### src/rtl/riscv_decode_stage.sv
// riscv_decode_stage: queued RV32I decode stage with registered control bundle and saturating illegal counter
`ifndef ALU_OP_WIDTH
`define ALU_OP_WIDTH 5
`define ALU_ADD  5'b00000
`define ALU_SUB  5'b01000
`define ALU_XOR  5'b00100
`define ALU_OR   5'b00110
`define ALU_AND  5'b00111
`define ALU_SRA  5'b01101
`define ALU_SRL  5'b00101
`define ALU_SLL  5'b00001
`define ALU_LTS  5'b11100
`define ALU_LTU  5'b11110
`define ALU_GES  5'b11101
`define ALU_GEU  5'b11111
`define ALU_EQ   5'b11000
`define ALU_NE   5'b11001
`define ALU_SLTS 5'b00010
`define ALU_SLTU 5'b00011
`endif

module riscv_decode_stage #(
  parameter int DEPTH = 4,
  parameter int XLEN = 32,
  parameter int ILL_CNT_W = 8
) (
  input  logic                     clk_i,
  input  logic                     rst_i,
  input  logic                     in_valid_i,
  output logic                     in_ready_o,
  input  logic [31:0]              instr_i,
  input  logic [XLEN-1:0]          pc_i,
  input  logic                     flush_i,
  output logic                     out_valid_o,
  input  logic                     out_ready_i,
  output logic [31:0]              instr_o,
  output logic [XLEN-1:0]          pc_o,
  output logic [1:0]               ex_op_a_sel_o,
  output logic [2:0]               ex_op_b_sel_o,
  output logic [`ALU_OP_WIDTH-1:0] alu_op_o,
  output logic                     mem_req_o,
  output logic                     mem_we_o,
  output logic [2:0]               mem_size_o,
  output logic                     gpr_we_a_o,
  output logic                     wb_src_sel_o,
  output logic                     branch_o,
  output logic                     jal_o,
  output logic                     jalr_o,
  output logic                     illegal_instr_o,
  output logic [ILL_CNT_W-1:0]     illegal_cnt_o
);
  localparam int PW = $clog2(DEPTH);
  localparam int CW = PW + 1;
  logic [31:0] q_instr [DEPTH];
  logic [XLEN-1:0] q_pc [DEPTH];
  logic [PW-1:0] rd_ptr, wr_ptr;
  logic [CW-1:0] count;
  logic push, pop;
  logic [31:0] h;
  logic [2:0] f3;
  logic [6:0] f7;
  logic [1:0] d_a;
  logic [2:0] d_b, d_size;
  logic [`ALU_OP_WIDTH-1:0] d_alu;
  logic d_mreq, d_mwe, d_we, d_wb, d_br, d_jal, d_jalr, d_ill;

  assign in_ready_o = (count != CW'(DEPTH)) && !flush_i;
  assign push = in_valid_i && in_ready_o;
  assign pop = (count != '0) && (!out_valid_o || out_ready_i) && !flush_i;
  assign h = q_instr[rd_ptr];
  assign f3 = h[14:12];
  assign f7 = h[31:25];

  always_ff @(posedge clk_i) begin
    if (push) begin
      q_instr[wr_ptr] <= instr_i;
      q_pc[wr_ptr] <= pc_i;
    end
  end

  always_ff @(posedge clk_i or posedge rst_i) begin
    if (rst_i) begin
      rd_ptr <= '0;
      wr_ptr <= '0;
      count <= '0;
    end else if (flush_i) begin
      rd_ptr <= '0;
      wr_ptr <= '0;
      count <= '0;
    end else begin
      if (push) wr_ptr <= wr_ptr + 1'b1;
      if (pop) rd_ptr <= rd_ptr + 1'b1;
      count <= count + CW'(push) - CW'(pop);
    end
  end

  // The ALU encoding packs {funct7[5], funct3} for register ops and {2'b11, funct3} for compares.
  always_comb begin
    {d_a, d_b, d_size, d_alu, d_mreq, d_mwe, d_we, d_wb, d_br, d_jal, d_jalr} = '0;
    d_ill = 1'b0;
    if (h[1:0] != 2'b11) d_ill = 1'b1;
    else begin
      case (h[6:2])
        5'b00000: begin
          d_ill = (f3 == 3'd3) || (f3 >= 3'd6);
          {d_mreq, d_we, d_wb} = 3'b111;
          d_b = 3'd1;
          d_size = f3;
        end
        5'b01000: begin
          d_ill = f3 > 3'd2;
          {d_mreq, d_mwe} = 2'b11;
          d_b = 3'd3;
          d_size = f3;
        end
        5'b00100: begin
          d_ill = (f3 == 3'd1 && f7 != 7'h00) || (f3 == 3'd5 && f7 != 7'h00 && f7 != 7'h20);
          d_we = 1'b1;
          d_b = 3'd1;
          d_alu = {1'b0, f3 == 3'd5 && f7[5], f3};
        end
        5'b01100: begin
          d_ill = !(f7 == 7'h00 || (f7 == 7'h20 && (f3 == 3'd0 || f3 == 3'd5)));
          d_we = 1'b1;
          d_alu = {1'b0, f7[5], f3};
        end
        5'b01101: begin
          d_we = 1'b1;
          d_a = 2'd2;
          d_b = 3'd2;
        end
        5'b00101: begin
          d_we = 1'b1;
          d_a = 2'd1;
          d_b = 3'd2;
        end
        5'b11000: begin
          d_ill = (f3 == 3'd2) || (f3 == 3'd3);
          d_br = 1'b1;
          d_alu = {2'b11, f3};
        end
        5'b11011: begin
          {d_jal, d_we} = 2'b11;
          d_a = 2'd1;
          d_b = 3'd4;
        end
        5'b11001: begin
          d_ill = f3 != 3'd0;
          {d_jalr, d_we} = 2'b11;
          d_a = 2'd1;
          d_b = 3'd4;
        end
        5'b00011, 5'b11100: d_ill = 1'b0;
        default: d_ill = 1'b1;
      endcase
    end
    if (d_ill) {d_a, d_b, d_size, d_alu, d_mreq, d_mwe, d_we, d_wb, d_br, d_jal, d_jalr} = '0;
  end

  always_ff @(posedge clk_i or posedge rst_i) begin
    if (rst_i) begin
      out_valid_o <= 1'b0;
      {instr_o, pc_o, ex_op_a_sel_o, ex_op_b_sel_o, alu_op_o, mem_req_o, mem_we_o, mem_size_o,
       gpr_we_a_o, wb_src_sel_o, branch_o, jal_o, jalr_o, illegal_instr_o} <= '0;
    end else if (flush_i) begin
      out_valid_o <= 1'b0;
    end else if (pop) begin
      out_valid_o <= 1'b1;
      instr_o <= h;
      pc_o <= q_pc[rd_ptr];
      ex_op_a_sel_o <= d_a;
      ex_op_b_sel_o <= d_b;
      alu_op_o <= d_alu;
      mem_req_o <= d_mreq;
      mem_we_o <= d_mwe;
      mem_size_o <= d_size;
      gpr_we_a_o <= d_we;
      wb_src_sel_o <= d_wb;
      branch_o <= d_br;
      jal_o <= d_jal;
      jalr_o <= d_jalr;
      illegal_instr_o <= d_ill;
    end else if (out_ready_i) begin
      out_valid_o <= 1'b0;
    end
  end

  always_ff @(posedge clk_i or posedge rst_i) begin
    if (rst_i) illegal_cnt_o <= '0;
    else if (out_valid_o && out_ready_i && illegal_instr_o && illegal_cnt_o != '1)
      illegal_cnt_o <= illegal_cnt_o + 1'b1;
  end
endmodule

### config.mk
export PLATFORM = sky130hd
export DESIGN_NAME = riscv_decode_stage
export DESIGN_NICKNAME = d
export VERILOG_FILES = /design/src/rtl/riscv_decode_stage.sv
export SDC_FILE = /design/constraint.sdc
export NUM_CORES = 1
export LEC_CHECK = 0
export BUFFER_PORTS_ARGS = -buffer_cell sky130_fd_sc_hd__clkbuf_2
export CAP_MARGIN = 20
export CELL_PAD_IN_SITES_DETAIL_PLACEMENT = 0
export CELL_PAD_IN_SITES_GLOBAL_PLACEMENT = 2
export CORE_UTILIZATION = 36
export DETAILED_ROUTE_END_ITERATION = 10
export PLACE_DENSITY = 0.71
export SYNTH_ARGS = -nofsm -noshare
export SYNTH_HDL_FRONTEND = slang
export SYNTH_SLANG_ARGS = --single-unit
### constraint.sdc
create_clock -name clk_i -period 10.3 [get_ports clk_i]
set_input_delay 2.06 -clock clk_i [delete_from_list [all_inputs] [get_ports clk_i]]
set_output_delay 2.06 -clock clk_i [all_outputs]
set_load 0.005 [all_outputs]
==> summary.md <==
| Metric | Value |
|---|---|
| Status | `finished, final reports clean` |
| Max-cap violations | `0` |
| Core region area | `36,700 µm²` |
| Worst hold slack | `~0.47 ns` |
| YS warnings | `0` |
| Power per cell area | `between 200 and 300 nW/µm²` |
| Filler Cell Count | `roughly 3,300` |
| Routability cong. | `just over 0.7` |
| DR pass1 iterations | `4` |
| Syn_area_per_cell | `approximately 17 µm²` |
| Drt initial violations | `roughly 360` |
| Initial Utilization | `0.368` |
| Slew HR | `0.309` |
| Post-CTS Resized | `0` |
| Global Route Usage Sum | `0.154` |
| Final period util | `0.479` |
| Max Buffers Root-to-Sink | `3` |
| Most frequent cells in the layout | `edfxtp_1, nand2_1, clkbuf_2` |
| #FFs+latches synth | `around 360` |
| # IOs | `between 150 and 200` |
| HPWL after DPL | `around 16,000 µm` |
| Cts bufs inserted | `39` |
| CTS clk-pin slew, worst paths | `about 0.060 ns` |
| Clk_skew | `between 0.015 and 0.02 ns` |
| Syn_nets | `858` |
| Overall routed net length | `28,700 µm` |
| Cell taking the most area after synthesis | `edfxtp_1` |
| Post-route ant nets | `0` |
| Die ar. | `around 38,000 µm²` |
| Nature of the critical path endpoint | `output pin` |
| Startpoint types | `input pin` |
| Post-layout min period | `4.93 ns` |
| Worst r2r src | `rd_ptr[0]$_DFFE_PP0P_` |
| Width of the die | `~200 µm` |
| CTS root buf | `clkbuf_16` |
| Final core utilization | `0.441` |
| Synth cell types | `a little under 50` |
| Hold_sp | `instr_o[1]$_DFFE_PP0P_` |
| Top-area cell type share of the netlist area | `0.570` |
| Maximum clock frequency | `between 200 and 250 MHz` |
| CP max stage cell | `a21oi_1` |
| Commonest non-fill, non-tap cell in the layout | `edfxtp_1` |
| Worst hold stages | `2` |
| # hold bufs at CTS | `0` |
| Cells taking the most area after synthesis | `edfxtp_1, dfrtp_1, mux4_2` |
| Hold Crit Class | `reg -> reg` |
| Crit. Startpoint | `flush_i` |
| Worst Path Arrival | `~2.9 ns` |
| Register Area | `a little over 10,000 µm²` |
| # port buffers | `about 160` |
| Pin count of the biggest net entering global routing | `87` |
| Grt total ovfl | `0` |
| Critical path depth in cells | `3` |
| Worst-path cell chain | `clkbuf_2 > a21oi_1 > clkbuf_2` |
| Pins Over Slew Limit | `0` |
| Post-synthesis sequential area ratio | `0.756` |
| Crit-path leading delay family | `compound AO/OA/AOI/OAI gates` |
| Final setup fails | `0` |
| WP buf/inv | `2` |
| DP Area | `approximately 15,000 µm²` |
| Antenna violations before repair | `3` |
| Setup TNS | `0 ns` |
| Clk_lat worst skew | `approximately 0.53 ns` |
| First-pass GRT wire length | `around 45,000 µm` |
| Worst path max stage delay | `0.41 ns` |
| Final nets | `1,034` |
| CTS tree | `yes` |
| # clock sinks | `356` |
| DR vias | `7,172` |
| Worst path required time | `slightly above 8 ns` |
| Share of cells above drive strength 1 | `0.308` |
| Maximum vdd drop | `about 0.13 mV` |
| Pre-CTS setup slack | `5.35 ns` |
| Detailed-route DRC error count | `0` |
| Slew @ Worst Pin | `between 1 and 1.5 ns` |
| Area Growth Syn to Fin | `19.9%` |
| Worst r2r path cells | `7` |
| Post-CTS Setup Inserts | `0` |
| H-Tree Level Count | `2` |
| Final Hold Fails | `0` |
| Gate Count Post-Synth | `between 700 and 800` |
| Worst Path Max Fanout | `11` |
| Worst setup margin | `around 5.4 ns` |
| Vias in the first global route | `roughly 7,400` |
| Worst Path Class, Setup | `in -> out` |
| Worst path most repeated cell | `clkbuf_2` |
| Std cell rows | `70` |
| DR vias/cell | `slightly below 5` |
| Die Ht | `around 200 µm` |
| RSZ-0062 raised after global routing | `no` |
| DR WL/cell | `about 20 µm` |
| Syn Std Cell Area | `13,500 µm²` |
| Design area | `around 16,000 µm²` |
| Area of the multi-input gates | `~3100 µm²` |
| Pleak | `6.27 nW` |
registers in the layout (all words and copies together) (netlist names), 2 cells and up:
| signal | count |
|---|---|
| q_instr | 128 |
| q_pc | 128 |
| instr_o | 32 |
| pc_o | 32 |
| illegal_cnt_o | 8 |
| alu_op_o | 5 |
| count | 3 |
| ex_op_b_sel_o | 3 |
| mem_size_o | 3 |
| ex_op_a_sel_o | 2 |
| rd_ptr | 2 |
| wr_ptr | 2 |
path summary, 6_finish.rpt:
| kind | endpoint | slack (ns) |
|---|---|---|
| worst min register to register | instr_o[1]$_DFFE_PP0P_ | 0.47 |
| max in group asynchronous | rd_ptr[1]$_DFFE_PP0P_ | 7.32 |
| worst min-delay path | instr_o[1]$_DFFE_PP0P_ | 0.47 |
| worst max-delay path | in_ready_o | 5.37 |
| worst max register to register | mem_size_o[1]$_DFFE_PP0P_ | 6.32 |
| min in group asynchronous | instr_o[12]$_DFFE_PP0P_ | 1.55 |
cell families (layout without fill, tap and decap cells):
kind of cell	count (synthesis)	in the layout	share of synthesized area
DFF	356	356	0.756
and+or+nand+nor	246	246	0.0770
muxes	65	65	0.110
buffers and inverters	49	256	0.0159
AOI/OAI and AO/OA	45	45	0.0262
xor gates and xnor gates	12	12	0.00779
adders and majority gates	8	8	0.00798
other	0	2	0
cell usage after synthesis, drive strengths merged:
cell type,instances
inv,11
nand4b,1
xnor2,8
xor2,4
o311ai,1
fa,1
nand4,3
nor3,4
clkbuf,19
or2b,1
nand3,3
ha,7
buf,19
or2,1
nor2b,2
mux4,64
nor3b,1
and3,7
a21o,3
o221ai,1
nor4b,1
o211a,1
o31ai,2
nor2,18
a22o,7
or3,2
dfrtp,100
nand2b,3
edfxtp,256
a32o,12
nand3b,1
a31o,3
a31oi,1
o21ai,5
mux2,1
nand2,191
and2,5
nor4,2
a21oi,8
o32ai,1
power by group:
group	leakage [nW]	internal, mW	switching (mW)	total [mW]
logic	2.04	0.403	0.510	0.913
registers	3.60	1.76	0.143	1.90
clock network	0.639	0.877	0.547	1.42
tightest hold or removal path, cell delays in order (launching register included):
cell and delay, ns:
dfrtp_1 0.34, nand2_1 0.05, nand2_1 0.05
area by class of cell:
type                    count  share of cell area
diodes                      2            0.000309
clock buffers              54              0.0682
clock inverters            18              0.0142
inverters                  11             0.00271
multi-input cells         376               0.192
flip-flops and latches    356               0.630
well taps                 468              0.0362
repair buffers            173              0.0558
per-layer routing:
metal,share of wire,vias to the layer above,GRT usage
li1,-,3301,-
met1,0.46,3621,0.214
met2,0.45,199,0.239
met3,0.071,49,0.0401
met4,0.019,2,0.0435
met5,0.00045,-,0
stage by stage:
step | power (mW) | instances
floorplan | 2.49 | 781
global placement | 2.85 | 1383
detailed placement | 2.86 | 1383
CTS | 4.31 | 1455
global route | 4.48 | 1456
finish | 4.24 | 1458
(Power assumes the default switching activity.)
